File: config.mk
export PLATFORM = sky130hd
export DESIGN_NAME = packet_buffer
export DESIGN_NICKNAME = d
export VERILOG_FILES = /design/src/rtl/packet_buffer_pkg.sv /design/src/rtl/packet_buffer_sync_fifo.sv /design/src/rtl/packet_buffer.sv
export SDC_FILE = /design/constraint.sdc
export NUM_CORES = 1
export LEC_CHECK = 0
export CORE_ASPECT_RATIO = 2
export CORE_UTILIZATION = 61
export DETAILED_ROUTE_END_ITERATION = 16
export HOLD_SLACK_MARGIN = 0.1
export PLACE_DENSITY = 0.79
export SYNTH_ARGS = -nofsm -noshare
export SYNTH_HDL_FRONTEND = slang
export SYNTH_HIERARCHICAL = 1
export SYNTH_SLANG_ARGS = --single-unit
File: constraint.sdc
create_clock -name clk_i -period 9 [get_ports clk_i]
set_input_delay 1.8 -clock clk_i [delete_from_list [all_inputs] [get_ports clk_i]]
set_output_delay 1.8 -clock clk_i [all_outputs]
set_load 0.01 [all_outputs]
File: src/rtl/packet_buffer_pkg.sv
// packet_buffer_pkg
//   Shared defaults and types for the packet_buffer slice.
//   AXI_WIDTH_DEFAULT    ingress beat width in bits
//   OUTPUT_WIDTH_DEFAULT egress lane width in bits
//   DEPTH_DEFAULT        FIFO depth in beats
//   lane_t               one egress byte lane
//   is_pow2()            true for powers of two that are at least 2
package packet_buffer_pkg;

  localparam int AXI_WIDTH_DEFAULT    = 64;
  localparam int OUTPUT_WIDTH_DEFAULT = 8;
  localparam int DEPTH_DEFAULT        = 16;

  typedef logic [7:0] lane_t;

  function automatic bit is_pow2(input int v);
    return (v >= 2) && ((v & (v - 1)) == 0);
  endfunction

endpackage

File: src/rtl/packet_buffer_sync_fifo.sv
// sync_fifo
//   Single-clock first-word-fall-through FIFO. The head entry is always
//   presented on head; it is meaningful only while empty is low.
//   clk        rising-edge clock
//   rst_n      synchronous reset, active-low (clears pointers and count)
//   push       write request, ignored while full
//   push_data  data written on push
//   pop        read request, ignored while empty
//   head       oldest stored entry
//   full       count == DEPTH
//   empty      count == 0
module sync_fifo
  import packet_buffer_pkg::*;
#(
  parameter int WIDTH = AXI_WIDTH_DEFAULT,
  parameter int DEPTH = DEPTH_DEFAULT
) (
  input  logic             clk,
  input  logic             rst_n,
  input  logic             push,
  input  logic [WIDTH-1:0] push_data,
  input  logic             pop,
  output logic [WIDTH-1:0] head,
  output logic             full,
  output logic             empty
);

  localparam int PW = $clog2(DEPTH);
  localparam int CW = PW + 1;

  logic [WIDTH-1:0] mem [DEPTH];
  logic [PW-1:0]    wr_ptr;
  logic [PW-1:0]    rd_ptr;
  logic [CW-1:0]    count;
  logic             wr;
  logic             rd;

  // Full blocks a write even when a read happens in the same cycle:
  // there is no bypass path around the storage.
  assign wr    = push && !full;
  assign rd    = pop && !empty;
  assign full  = (count == CW'(DEPTH));
  assign empty = (count == '0);
  assign head  = mem[rd_ptr];

  always_ff @(posedge clk) begin
    if (wr) begin
      mem[wr_ptr] <= push_data;
    end
  end

  always_ff @(posedge clk) begin
    if (!rst_n) begin
      wr_ptr <= '0;
      rd_ptr <= '0;
      count  <= '0;
    end else begin
      if (wr) begin
        wr_ptr <= wr_ptr + PW'(1);
      end
      if (rd) begin
        rd_ptr <= rd_ptr + PW'(1);
      end
      case ({wr, rd})
        2'b10:   count <= count + CW'(1);
        2'b01:   count <= count - CW'(1);
        default: count <= count;
      endcase
    end
  end

endmodule

File: src/rtl/packet_buffer.sv
// packet_buffer
//   Elastic store between a full-width valid/ready ingress and a
//   lane-parallel egress. Each stored beat leaves as NUM_LANES lanes
//   under one valid/ready pair; lane 0 carries the least significant bits.
//   clk_i         rising-edge clock
//   rst_ni        synchronous reset, active-low
//   tdata_i       ingress beat
//   tvalid_i      ingress valid
//   tready_o      ingress ready (not full, low during reset)
//   pkt_tdata_o   egress lanes, zero while pkt_tvalid_o is low
//   pkt_tvalid_o  egress valid (not empty, low during reset)
//   pkt_tready_i  egress ready
module packet_buffer
  import packet_buffer_pkg::*;
#(
  parameter  int AXI_WIDTH    = AXI_WIDTH_DEFAULT,
  parameter  int OUTPUT_WIDTH = OUTPUT_WIDTH_DEFAULT,
  parameter  int DEPTH        = DEPTH_DEFAULT,
  localparam int NUM_LANES    = AXI_WIDTH / OUTPUT_WIDTH
) (
  input  logic                    clk_i,
  input  logic                    rst_ni,
  input  logic [AXI_WIDTH-1:0]    tdata_i,
  input  logic                    tvalid_i,
  output logic                    tready_o,
  output logic [OUTPUT_WIDTH-1:0] pkt_tdata_o [NUM_LANES],
  output logic                    pkt_tvalid_o,
  input  logic                    pkt_tready_i
);

  if ((AXI_WIDTH % OUTPUT_WIDTH) != 0) begin : g_bad_width
    $error("packet_buffer: AXI_WIDTH must be a multiple of OUTPUT_WIDTH");
  end
  if (!is_pow2(DEPTH)) begin : g_bad_depth
    $error("packet_buffer: DEPTH must be a power of two, at least 2");
  end

  logic [AXI_WIDTH-1:0] head;
  logic                 full;
  logic                 empty;
  logic                 push;
  logic                 pop;

  // Handshakes depend only on registered FIFO state and the reset pin,
  // so nothing on the ingress side reaches the outputs combinationally.
  assign tready_o     = rst_ni && !full;
  assign pkt_tvalid_o = rst_ni && !empty;
  assign push         = tvalid_i && tready_o;
  assign pop          = pkt_tvalid_o && pkt_tready_i;

  sync_fifo #(
    .WIDTH (AXI_WIDTH),
    .DEPTH (DEPTH)
  ) u_fifo (
    .clk       (clk_i),
    .rst_n     (rst_ni),
    .push      (push),
    .push_data (tdata_i),
    .pop       (pop),
    .head      (head),
    .full      (full),
    .empty     (empty)
  );

  for (genvar i = 0; i < NUM_LANES; i++) begin : g_lane
    assign pkt_tdata_o[i] = pkt_tvalid_o ? head[i*OUTPUT_WIDTH +: OUTPUT_WIDTH] : '0;
  end

endmodule

==> impl_metrics.py <==
metrics = {
    "yosys": {
        "synth-seq-cells": 1041,
        "syn_nets": 1846,
        "syn_area_per_cell_um2": 22.5,
        "yosysSeqAreaShare_pct": 78.0,
        "async_reset_ff_share_pct": 0,
        "synth_edf_count": 1024,
        "ys.flop_type": "edfxtp_1",
        "syn_inst": 1770,
        "yosysWarnings": 6,
        "syn-cell-area_um2": 39800,
        "yosysUniqueCellTypes": 40,
    },
    "cts": {
        "clock_latency_ps": 640,
        "cts-buffers-inserted": 80,
        "cts-root-buf": "clkbuf_16",
        "path_clk_slew_ps": 70,
        "postCtsSetupRepairBufs": 0,
        "cts_tree": "done",
        "clkSinkCount": 1041,
        "post_cts_resized": 0,
        "cts-htree-levels": 3,
        "ctsLongestPathBuffers": 3,
        "ctsHoldBuffers": 0,
    },
    "die": {
        "initial_core_util_pct": 61.5,
        "fp-row-count": 132,
        "ios": 134,
        "die_area_um2": 66400,
        "core_area_um2": 64700,
        "die_h_um": 363,
        "die_w_um": 183,
    },
    "finish": {
        "regArea_um2": 31100,
        "fillers": 3777,
        "multi_input_area_um2": 8340,
        "layout_common_cells": "edfxtp_1, mux4_2, clkdlybuf4s50_1",
        "final_common_cell": "edfxtp_1",
        "drive_above_1_share_pct": 22.5,
        "fin_nets": 1992,
        "post-route-util_pct": 69.5,
        "syn_to_final_growth_pct": 12.9,
    },
    "worst_setup_path": {
        "crit_type": "flop to primary output",
        "r2r_cells": 8,
        "crit_arrival_ps": 4350,
        "startpoint_type": "flop",
        "r2r_slack_ps": 5200,
        "cp_max_fo": 35,
        "cp-end-kind": "primary output",
        "worstReg2RegStart": "u_fifo/count[1]$_SDFFE_PN0P_",
        "worstPathRequired_ps": 7200,
        "reg2reg_to": "u_fifo/mem[6][4]$_DFFE_PP_",
    },
    "sta": {
        "setup_viol": 0,
        "tightest_slew_ps": 1110,
        "max_freq_ghz": 0.162,
        "hold_viol": 0,
        "relSlewSlack_pct": 26.3,
        "post-route-period-util_pct": 68.4,
        "finalCriticalPeriod_ps": 6150,
        "fin_skew_ps": 25.5,
        "drv_slew": 0,
        "rsz0062_at_grt": "false",
        "fin_tns_setup_ps": 0,
    },
    "place": {
        "hpwl_um": 44300,
        "gp_congestion": 0.738,
        "port_buffers": 133,
    },
    "grt": {
        "grt_max_degree": 172,
        "grt_pass1_vias": 20500,
        "antenna_found_initial": 5,
        "grtUsageTotal_pct": 28.9,
        "grt.overflow.total": 0,
        "grt_first_pass_wirelength_um": 135000,
    },
    "min_path": {
        "hold_end": "u_fifo/rd_ptr[2]$_SDFFE_PN0P_",
        "hold_depth": 2,
        "min_from": "u_fifo/rd_ptr[2]$_SDFFE_PN0P_",
        "hold_class": "flop to flop",
    },
    "route": {
        "wl_um": 92500,
        "ant_nets": 0,
        "viasPerCell": 6.82,
        "drc": 0,
        "via_count": 19500,
        "wl_per_cell_um": 32.4,
        "route.met2.wl_um": 49200,
        "drt_iter0_drc": 2115,
        "drt_first_pass_iters": 8,
        "wl_met3_um": 8210,
        "top_layer": "met5",
        "wl_met1_um": 31400,
    },
    "power_and_ir_drop": {
        "leakage_nw": 14.1,
        "power_density_nw_per_um2": 209,
        "irDropWorstVdd_mv": 0.167,
    },
    "run": {
        "max-cap-violations": 0,
    },
    "run_status": {
        "status": "complete, no violations",
    },
}
[worst max-delay path by stage]
stage	start	to	slack, ps	depth (start not counted)
floorplan	rst_ni	u_fifo/mem[0][0]$_DFFE_PP_	1620	6
global placement	rst_ni	pkt_tdata_o[0]	3430	4
detailed placement	rst_ni	pkt_tdata_o[8]	3370	4
CTS	flop	pkt_tdata_o[42]	2690	7
global route	flop	pkt_tdata_o[42]	2510	7
finish	flop	pkt_tdata_o[42]	2850	7
[registers in the layout (all words and copies together) (netlist names), named ones only]
name           cells
u_fifo/wr_ptr      4
u_fifo/mem      1024
u_fifo/count       5
u_fifo/rd_ptr      4
[per-layer routing]
metal	GRT usage, %	vias up
met2	49.9	1282
met4	13.3	8
met5	0	-
met3	4.46	249
li1	-	7758
met1	36.2	10200
[cell type report]
cell class / instances / share of cell area (%)
diodes: 1 / 0.00556
clock buffers: 98 / 4.88
clock inverters: 50 / 1.27
inverters: 8 / 0.0667
multi-input cells: 613 / 18.5
flip-flops and latches: 1041 / 69.1
well taps: 871 / 2.42
repair buffers: 172 / 3.74
[cell usage after synthesis (all sizes together) (2+ instances only)]
cell type / count / area share [%]
xor2: 5 / 0.11
nand2b: 4 / 0.063
clkbuf: 49 / 0.46
ha: 8 / 0.25
a21oi: 2 / 0.025
o211ai: 3 / 0.069
inv: 8 / 0.075
nor2: 30 / 0.28
dfxtp: 17 / 0.85
o21a: 5 / 0.094
a22oi: 128 / 2.4
nor3: 5 / 0.063
nand3b: 2 / 0.038
nand2: 73 / 0.69
and3b: 66 / 1.5
mux4: 256 / 14
edfxtp: 1024 / 77
nand3: 2 / 0.025
or4: 2 / 0.047
buf: 59 / 0.87
mux2i: 5 / 0.13
nor2b: 4 / 0.063
[critical path: stages, from the launching register on]
cell	delay, ps
dfxtp_4	820
buf_4	520
buf_4	650
mux4_2	610
a22oi_1	210
nand2_1	190
and3b_1	210
clkdlybuf4s50_1	470
[through the flow]
stage / instance area [um^2] / total power (W) / cells / hold slack [ps] / setup WS, ps
after floorplan: 39800 / 0.00560 / 1770 / 495 / 1620
after global placement: 42200 / 0.00574 / 2705 / 516 / 3430
final: 45000 / 0.00940 / 2854 / 554 / 2850
after CTS: 45000 / 0.00944 / 2853 / 551 / 2690
after global routing: 45000 / 0.00962 / 2854 / 593 / 2510
after detailed placement: 42200 / 0.00575 / 2705 / 533 / 3370
[power by group]
group          switching, W  total, W  internal, W
Combinational      0.000169  0.000291     0.000122
Sequential        0.0000112   0.00536      0.00535
Clock               0.00165   0.00375      0.00209
Total               0.00183   0.00940      0.00756
[cell families after synthesis]
family          Yosys count  synth area share [%]
compound gates          145                  2.76
fa+ha+maj                 8                 0.251
xor+xnor                  6                 0.132
buf+inv                 116                  1.41
mux                     261                  14.6
simple gates            193                  2.82
flops                  1041                  78.0
Note: power is estimated with default switching activity, not from simulation.
